### src/rtl/pkt_filter_ctrl.sv
`default_nettype none
// ============================================================================
//  Module   : pkt_filter_ctrl
//  Purpose  : Per-port RX packet sequencer. Latches the rule matcher verdict
//             on the first beat of each packet, then forwards or silently
//             drops the whole packet through a one-stage registered AXI-stream
//             output with full back-pressure. Owns the active filter
//             configuration (host updates take effect only at packet
//             boundaries) and keeps saturating pass/drop packet counters.
//  Ports    : clk, rst_n                 - clock, async active-low reset
//             s_axis_*                   - RX stream in (from CMAC adapter)
//             m_axis_*                   - C2H stream out (registered)
//             match_in                   - matcher verdict for current beat
//             cfg_rule/ip/port, cfg_update, cfg_pending - config shadow
//             act_rule/ip/port           - active config, to the matcher
//             cnt_clear, pass_cnt, drop_cnt - statistics
//  Revision : 1.0 - initial release
// ============================================================================
module pkt_filter_ctrl #(
    parameter int DATA_W = 512,
    parameter int CNT_W  = 32
) (
    input  logic                  clk,
    input  logic                  rst_n,
    input  logic                  s_axis_tvalid,
    input  logic [DATA_W-1:0]     s_axis_tdata,
    input  logic [DATA_W/8-1:0]   s_axis_tkeep,
    input  logic                  s_axis_tlast,
    input  logic [15:0]           s_axis_tuser_size,
    input  logic [15:0]           s_axis_tuser_src,
    input  logic [15:0]           s_axis_tuser_dst,
    output logic                  s_axis_tready,
    output logic                  m_axis_tvalid,
    output logic [DATA_W-1:0]     m_axis_tdata,
    output logic [DATA_W/8-1:0]   m_axis_tkeep,
    output logic                  m_axis_tlast,
    output logic [15:0]           m_axis_tuser_size,
    output logic [15:0]           m_axis_tuser_src,
    output logic [15:0]           m_axis_tuser_dst,
    input  logic                  m_axis_tready,
    input  logic                  match_in,
    input  logic [1:0]            cfg_rule,
    input  logic [31:0]           cfg_ip,
    input  logic [31:0]           cfg_port,
    input  logic                  cfg_update,
    output logic [1:0]            act_rule,
    output logic [31:0]           act_ip,
    output logic [31:0]           act_port,
    output logic                  cfg_pending,
    input  logic                  cnt_clear,
    output logic [CNT_W-1:0]      pass_cnt,
    output logic [CNT_W-1:0]      drop_cnt
);

    localparam logic [CNT_W-1:0] c_CNT_MAX = {CNT_W{1'b1}};
    localparam logic [CNT_W-1:0] c_CNT_ONE = {{(CNT_W-1){1'b0}}, 1'b1};

    typedef enum logic [1:0] {
        ST_IDLE = 2'd0,
        ST_FWD  = 2'd1,
        ST_DROP = 2'd2
    } state_t;

    state_t                r_state;

    logic                  r_m_tvalid;
    logic [DATA_W-1:0]     r_m_tdata;
    logic [DATA_W/8-1:0]   r_m_tkeep;
    logic                  r_m_tlast;
    logic [15:0]           r_m_size;
    logic [15:0]           r_m_src;
    logic [15:0]           r_m_dst;

    logic [1:0]            r_shadow_rule;
    logic [31:0]           r_shadow_ip;
    logic [31:0]           r_shadow_port;
    logic                  r_pending;
    logic [1:0]            r_act_rule;
    logic [31:0]           r_act_ip;
    logic [31:0]           r_act_port;

    logic [CNT_W-1:0]      r_pass_cnt;
    logic [CNT_W-1:0]      r_drop_cnt;

    logic                  w_can_load;
    logic                  w_tready;
    logic                  w_acc;
    logic                  w_sop_pass;
    logic                  w_sop_drop;
    logic                  w_load;
    logic                  w_apply;

    // The output register may take a new beat when empty or draining now.
    assign w_can_load = ~r_m_tvalid | m_axis_tready;

    // A dropped SOP never needs the output register, so a drop verdict is
    // accepted even while the output is stalled.
    always_comb begin
        w_tready = 1'b0;
        if (rst_n) begin
            case (r_state)
                ST_IDLE: w_tready = match_in ? w_can_load : 1'b1;
                ST_FWD:  w_tready = w_can_load;
                ST_DROP: w_tready = 1'b1;
                default: w_tready = 1'b0;
            endcase
        end
    end

    assign w_acc      = s_axis_tvalid & w_tready;
    assign w_sop_pass = w_acc & (r_state == ST_IDLE) & match_in;
    assign w_sop_drop = w_acc & (r_state == ST_IDLE) & ~match_in;
    assign w_load     = w_sop_pass | (w_acc & (r_state == ST_FWD));

    // Config may only switch outside a packet: idle with nothing arriving,
    // or on the cycle the final beat of a packet is taken.
    assign w_apply = r_pending &
                     (((r_state == ST_IDLE) & ~w_acc) | (w_acc & s_axis_tlast));

    // ---------------------------------------------------------------- FSM
    always_ff @(posedge clk or negedge rst_n) begin
        if (!rst_n) begin
            r_state <= ST_IDLE;
        end else if (w_acc) begin
            case (r_state)
                ST_IDLE: begin
                    if (s_axis_tlast)  r_state <= ST_IDLE;
                    else if (match_in) r_state <= ST_FWD;
                    else               r_state <= ST_DROP;
                end
                ST_FWD:  if (s_axis_tlast) r_state <= ST_IDLE;
                ST_DROP: if (s_axis_tlast) r_state <= ST_IDLE;
                default: r_state <= ST_IDLE;
            endcase
        end
    end

    // ------------------------------------------------------ output register
    always_ff @(posedge clk or negedge rst_n) begin
        if (!rst_n) begin
            r_m_tvalid <= 1'b0;
            r_m_tdata  <= '0;
            r_m_tkeep  <= '0;
            r_m_tlast  <= 1'b0;
            r_m_size   <= '0;
            r_m_src    <= '0;
            r_m_dst    <= '0;
        end else if (w_load) begin
            r_m_tvalid <= 1'b1;
            r_m_tdata  <= s_axis_tdata;
            r_m_tkeep  <= s_axis_tkeep;
            r_m_tlast  <= s_axis_tlast;
            r_m_size   <= s_axis_tuser_size;
            r_m_src    <= s_axis_tuser_src;
            r_m_dst    <= s_axis_tuser_dst;
        end else if (m_axis_tready) begin
            r_m_tvalid <= 1'b0;
        end
    end

    // -------------------------------------------------------- configuration
    always_ff @(posedge clk or negedge rst_n) begin
        if (!rst_n) begin
            r_shadow_rule <= '0;
            r_shadow_ip   <= '0;
            r_shadow_port <= '0;
            r_pending     <= 1'b0;
            r_act_rule    <= '0;
            r_act_ip      <= '0;
            r_act_port    <= '0;
        end else begin
            // Apply uses the shadow as it stood before any same-cycle update.
            if (w_apply) begin
                r_act_rule <= r_shadow_rule;
                r_act_ip   <= r_shadow_ip;
                r_act_port <= r_shadow_port;
            end
            if (cfg_update) begin
                r_shadow_rule <= cfg_rule;
                r_shadow_ip   <= cfg_ip;
                r_shadow_port <= cfg_port;
                r_pending     <= 1'b1;
            end else if (w_apply) begin
                r_pending     <= 1'b0;
            end
        end
    end

    // ------------------------------------------------------------ counters
    always_ff @(posedge clk or negedge rst_n) begin
        if (!rst_n) begin
            r_pass_cnt <= '0;
            r_drop_cnt <= '0;
        end else if (cnt_clear) begin
            r_pass_cnt <= '0;
            r_drop_cnt <= '0;
        end else begin
            if (w_sop_pass && (r_pass_cnt != c_CNT_MAX))
                r_pass_cnt <= r_pass_cnt + c_CNT_ONE;
            if (w_sop_drop && (r_drop_cnt != c_CNT_MAX))
                r_drop_cnt <= r_drop_cnt + c_CNT_ONE;
        end
    end

    assign s_axis_tready     = w_tready;
    assign m_axis_tvalid     = r_m_tvalid;
    assign m_axis_tdata      = r_m_tdata;
    assign m_axis_tkeep      = r_m_tkeep;
    assign m_axis_tlast      = r_m_tlast;
    assign m_axis_tuser_size = r_m_size;
    assign m_axis_tuser_src  = r_m_src;
    assign m_axis_tuser_dst  = r_m_dst;
    assign act_rule          = r_act_rule;
    assign act_ip            = r_act_ip;
    assign act_port          = r_act_port;
    assign cfg_pending       = r_pending;
    assign pass_cnt          = r_pass_cnt;
    assign drop_cnt          = r_drop_cnt;

endmodule
`default_nettype wire

### config.mk
export PLATFORM = sky130hd
export DESIGN_NAME = pkt_filter_ctrl
export DESIGN_NICKNAME = d
export VERILOG_FILES = /design/src/rtl/pkt_filter_ctrl.sv
export SDC_FILE = /design/constraint.sdc
export NUM_CORES = 1
export LEC_CHECK = 0
export CAP_MARGIN = 20
export CELL_PAD_IN_SITES_DETAIL_PLACEMENT = 1
export CELL_PAD_IN_SITES_GLOBAL_PLACEMENT = 2
export CORE_AREA = 5 5 556 558
export DETAILED_ROUTE_END_ITERATION = 8
export DIE_AREA = 0 0 561 563
export GPL_TIMING_DRIVEN = 1
export PLACE_DENSITY = 0.43
export SLEW_MARGIN = 10
export SYNTH_ARGS = -nofsm -noshare
export SYNTH_HDL_FRONTEND = slang
export SYNTH_SLANG_ARGS = --single-unit
### constraint.sdc
create_clock -name clk -period 3.3 [get_ports clk]
set_input_delay 0.33 -clock clk [delete_from_list [all_inputs] [get_ports clk]]
set_output_delay 0.33 -clock clk [all_outputs]
set_load 0.02 [all_outputs]
# Yosys cells after proc, flatten, opt, wreduce, memory -nomap -nowiden
# Cells that the tools add are included.
# Widths: inputs -> output; s select.
# classes
add_sub_neg,2
n_eq_ne,5
mux,15
n_bitwise,14
n_reduce_logical,9
# op_table
cell,n
$mux 32,4
$add 32x1->32 const B,2
$ne 32x32->1 const B,2
$and 1x1->1,8
$reduce_bool 2->1,4
$mux 1,6
$mux 2,3
$pmux 2 s2,1
$not 1->1,3
$or 1x1->1,3
$pmux 1 s3,1
$eq 2x1->1 const B,1
$eq 2x2->1 const B,1
$logic_and 1x1->1,2
$logic_not 2->1,1
$ne 2x1->1 const B,1
$reduce_and 2->1,1
$reduce_or 2->1,1
# word_totals
regBits,825
word_cells,62

# Depth between registers and ports, before layout
# logic_depth
word_depth,12
mapped_depth,10
depth_no_buf,7

# Least setup slack after synthesis
# No wires, ideal clock.
# synth_path
kind,reg2reg
startpoint,reg r_state[0]
endpoint,reg r_pass_cnt[15] (netlist: pass_cnt[15])
setup_ps,127
arrival_ps,2575
setup_slack_ps,598
path_stages_with_launch,10
n_path_buf,2
cell_sequence,dfrtp_1 inv_1 ha_1 nand4b_2 or4b_1 buf_2 or3_1 clkbuf_1 and4bb_2 mux2_1
# synth_between
elab_chain_len,8
elab_cells_between_ends,10
# synth_lines
item,line,text
start: declaration,64,state_t r_state;
start signal: assignment,123,r_state <= ST_IDLE;
start signal: assignment,127,if (s_axis_tlast) r_state <= ST_IDLE;
start signal: assignment,128,else if (match_in) r_state <= ST_FWD;
$eq 2x2->1 (tied with other cells),101,case (r_state)
$pmux 1 s3,101,
$mux 1,100,if (rst_n) begin
$and 1x1->1,110,assign w_acc = s_axis_tvalid & w_tready;
$and 1x1->1 * (2 in series),111,assign w_sop_pass = w_acc & (r_state == ST_IDLE) & match_in;
$logic_and 1x1->1 *,198,if (w_sop_pass && (r_pass_cnt != c_CNT_MAX))
$reduce_bool 2->1 (no line) *,--,
end signal: assignment,199,r_pass_cnt <= r_pass_cnt + c_CNT_ONE;
end: declaration,82,logic [CNT_W-1:0] r_pass_cnt;
# Mark *: on every way between the ends. The rest lies on a longest branch, timed or not.
# A chain may end at the register's enable or synchronous reset.

# Worst setup path after layout
# layout_path
startpoint,reg r_state[0]
endpoint,reg r_drop_cnt[30] (netlist: drop_cnt[30])
# layout_between
elab_chain_len,8
elab_cells_between_ends,10
# layout_lines
item,line,text
$eq 2x2->1 (tied with other cells),101,
$pmux 1 s3,101,
$mux 1,100,
$and 1x1->1,110,
$and 1x1->1 * (2 in series),112,assign w_sop_drop = w_acc & (r_state == ST_IDLE) & ~match_in;
$logic_and 1x1->1 *,200,if (w_sop_drop && (r_drop_cnt != c_CNT_MAX))
$reduce_bool 2->1 (no line) *,--,
end signal: assignment,201,r_drop_cnt <= r_drop_cnt + c_CNT_ONE;
end: declaration,83,logic [CNT_W-1:0] r_drop_cnt;
# Marks and branches as above.

==> out/qor.yml <==
clock_tree:
  htreeDepth: 3
  clkLatencyLatePin_ns: 0.84
  cts_num_sinks: 825
  cts_tree: "done"
  post_cts_buffers: 0
  clk_pin_slew_ns: 0.06
  numCtsBuffers: 122
  clockBufferDepth: 4
  cts_root_buf: "clkbuf_16"
worst_setup_path:
  crit_path_max_incr_delay_ns: 0.67
  crit_path_end: "drop_cnt[30]"
  path_common_cell: "or3_1"
  critPathKind: "register to register"
  timing.rr.end: "drop_cnt[30]"
  crit_family: "simple AND/OR/NAND/NOR gates"
  cp_max_fo: 7
  reg2reg_from: "r_state[0]"
  crit_path_top_delay_cell: "or4_1"
  critPathCaptureType: "register"
  cp_cell_sequence: "inv_1 > ha_1 > nand4b_2 > buf_4 > or3_1 > or4_1 > or3_1 > a21oi_1"
  cp_num_buf_inv: 2
  setup.worst_path.start_class: "register"
  cp.depth: 8
  r2r_slack_ns: 0.44
  critPathLaunch: "r_state[0]"
  crit_required_ns: 4.05
  worstPathArrival_ns: 3.61
  r2r_cells: 8
detailed_routing:
  first_pass_iters: 5
  totalWireLength_mm: 237
  postRouteAntennaNets: 0
  post_drt_via_cell_ratio: 3.27
  vias: 25686
  wl_per_cell_um: 30.2
  drt_iter0_markers: 952
  route.detailed.drc: 0
hold_path:
  holdCritPathClass: "primary input to register"
grt:
  gr-usage-met2_pct: 21.6
  grt_usage_pct: 14.4
  gr-total-overflow: 0
  top_usage_layer: "met2"
  grt_pass1_wl_mm: 302
  grt_pass1_vias: 27496
  met3_usage_pct: 10.9
  grt_use_met1_pct: 16.5
  antenna_found_initial: 235
  grt_max_degree: 139
floorplanning:
  rows: 203
  die_h_um: 563
  io_pins: 1456
  die_width_um: 561
  dieArea_um2: 316000
  start_util_pct: 10.4
  core_area_um2: 304000
synth:
  syn_inst: 2034
  synthesis.area_um2: 31700
  syn_nets: 2738
  yosysSeqAreaShare_pct: 65.1
  synth_seq_cells: 825
  synth_edf_count: 0
  yosys_most_used_dff: "dfrtp_1"
  synth.avg_cell_area_um2: 15.6
  ys_types: 49
  yosysWarnings: 0
  async_reset_ff_share_pct: 100
power:
  ir_worst_vdd_mv: 0.401
  p_total_uw: 25400
  p_leak_uw: 0.0242
  p_per_area_nw_per_um2: 442
final_layout:
  regArea_um2: 20600
  fillCellCount: 33844
  syn2layout_area_growth_pct: 80.8
  multi_input_area_um2: 10600
  layout-drive-gt1-share_pct: 27.0
  final_nets: 4425
placement:
  portBuffers: 1455
  gp_congestion: 0.868
  dp_hpwl_mm: 198
timing:
  rsz0062_at_grt: "false"
  min_period_over_period_pct: 86.6
  setup_viol_count_final: 0
  fin_tns_setup_ns: 0
  slew_viol_final: 0
  fin_crit_ns: 2.86
  clock_skew_ns: 0.0601
  clock.fmax_mhz: 350
  timing.slew.headroom_pct: 35.7
  tightest_slew_ns: 0.965
  hold_violations: 0
status:
  status: "completed"
run:
  drv_cap: 0
-- metal layers --
metal | up-vias | part of all wire, %
li1 | 10769 | -
met1 | 12976 | 39
met2 | 1286 | 42
met3 | 459 | 16
met4 | 196 | 2.0
met5 | - | 0.52
-- area by class of cell --
class	instances	area share (%)
Multi-Input combinational cell	1093	18.5
Clock buffer	176	6.10
Inverter	14	0.0917
Clock inverter	44	0.965
Sequential cell	825	36.0
Tap cell	3997	8.72
Antenna cell	35	0.153
Timing Repair Buffer	1665	29.5
-- how the worst min path moves through the flow --
stage | depth (start not counted) | to | from
after CTS | 2 | m_axis_tdata[481] | s_axis_tdata[481]
after detailed placement | 1 | m_axis_tlast | rst_n
after global placement | 1 | m_axis_tlast | rst_n
after floorplan | 0 | act_ip[0] | rst_n
after global routing | 2 | m_axis_tdata[502] | s_axis_tdata[502]
final | 2 | pass_cnt[18] | cnt_clear
-- through the flow --
stage,hold slack [ns],worst slack [ns],std cells,utilization (%),area (µm²)
2_1_floorplan,0.0344,0.598,2034,-,31700
3_3_place_gp,0.191,0.384,7440,17.0,51600
3_5_place_dp,0.192,0.383,7440,17.0,51600
4_1_cts,0.0000324,0.00596,7812,18.8,57200
5_1_grt,0.0350,0.290,7822,18.8,57300
6_report,0.0822,0.442,7849,18.9,57300
-- logic make-up (layout without fill, tap and decap cells) --
logic type / after synthesis / after routing / share of synthesized area (%)
simple gates: 199 / 199 / 3.61
other cells: 0 / 35 / 0
xor+xnor: 7 / 7 / 0.193
flops: 825 / 825 / 65.1
mux: 765 / 765 / 27.2
fa+ha+maj: 6 / 6 / 0.237
buf+inv: 116 / 1899 / 1.53
compound gates: 116 / 116 / 2.16
-- sequential cells by signal (all words and copies together), names as in the netlist --
name / flops
r_shadow_rule: 2
m_axis_tvalid: 1
m_axis_tuser_src: 16
m_axis_tuser_size: 16
r_shadow_ip: 32
m_axis_tuser_dst: 16
drop_cnt: 32
r_state: 2
m_axis_tdata: 512
act_port: 32
m_axis_tlast: 1
pass_cnt: 32
act_rule: 2
act_ip: 32
m_axis_tkeep: 64
r_shadow_port: 32
cfg_pending: 1
-- worst reg2reg max path: cells and delay by family, from the launching register on --
family	cells	cell delay, ns
buffers and inverters	2	0.31
AOI/OAI and AO/OA	1	0.15
DFF	1	0.42
adders and majority gates	1	0.26
and+or+nand+nor	4	1.68
-- where the power goes --
group          internal (µW)  switching [µW]  leakage, µW  total (µW)
Combinational            945             582       0.0109        1530
Sequential             10200            46.1       0.0114       10200
Clock                   8220            5380      0.00200       13600
-- cells in the final DEF, fill, tap and decap left out, types with 6 or more instances in the layout --
cell	netlist	final
or4_1	20	20
inv_1	14	14
nor3_1	7	7
nand2b_1	6	6
nor2_1	27	26
nand2_1	26	26
o31ai_1	13	13
buf_4	0	33
ha_1	6	6
clkbuf_1	58	30
bufinv_16	0	12
clkbuf_8	0	24
xnor2_1	6	6
dlygate4sd3_1	0	149
nand3_1	22	21
buf_12	0	26
nor2b_1	8	8
or3_1	36	36
clkinv_2	0	24
nand4_1	18	18
clkdlybuf4s50_1	0	1451
a21oi_1	49	49
o21ai_0	35	35
dfrtp_1	825	825
mux2_2	761	761
clkbuf_16	0	122
diode_2	0	35
nor4_1	7	6
-- synthesized netlist by cell type, types with 8 or more instances --
cell type,n,area [µm²]
dfrtp_1,825,20600
inv_1,14,52.6
nand3_1,22,110
o31ai_1,13,97.6
nor2_1,27,101
a21oi_1,49,245
nand4_1,18,113
nand2_1,26,97.6
o21ai_0,35,175
or3_1,36,225
nor2b_1,8,50.1
mux2_2,761,8570
clkbuf_1,58,218
or4_1,20,150
buf_2,41,205
-- timing repair --
item | in CTS | in global routing
hold buffers | 152 | 0
endpoints found under the setup margin | 0 | 1
endpoints found under the hold margin | 468 | 0
resized for setup | 0 | 1
Note: power is estimated with default switching activity, not from simulation.
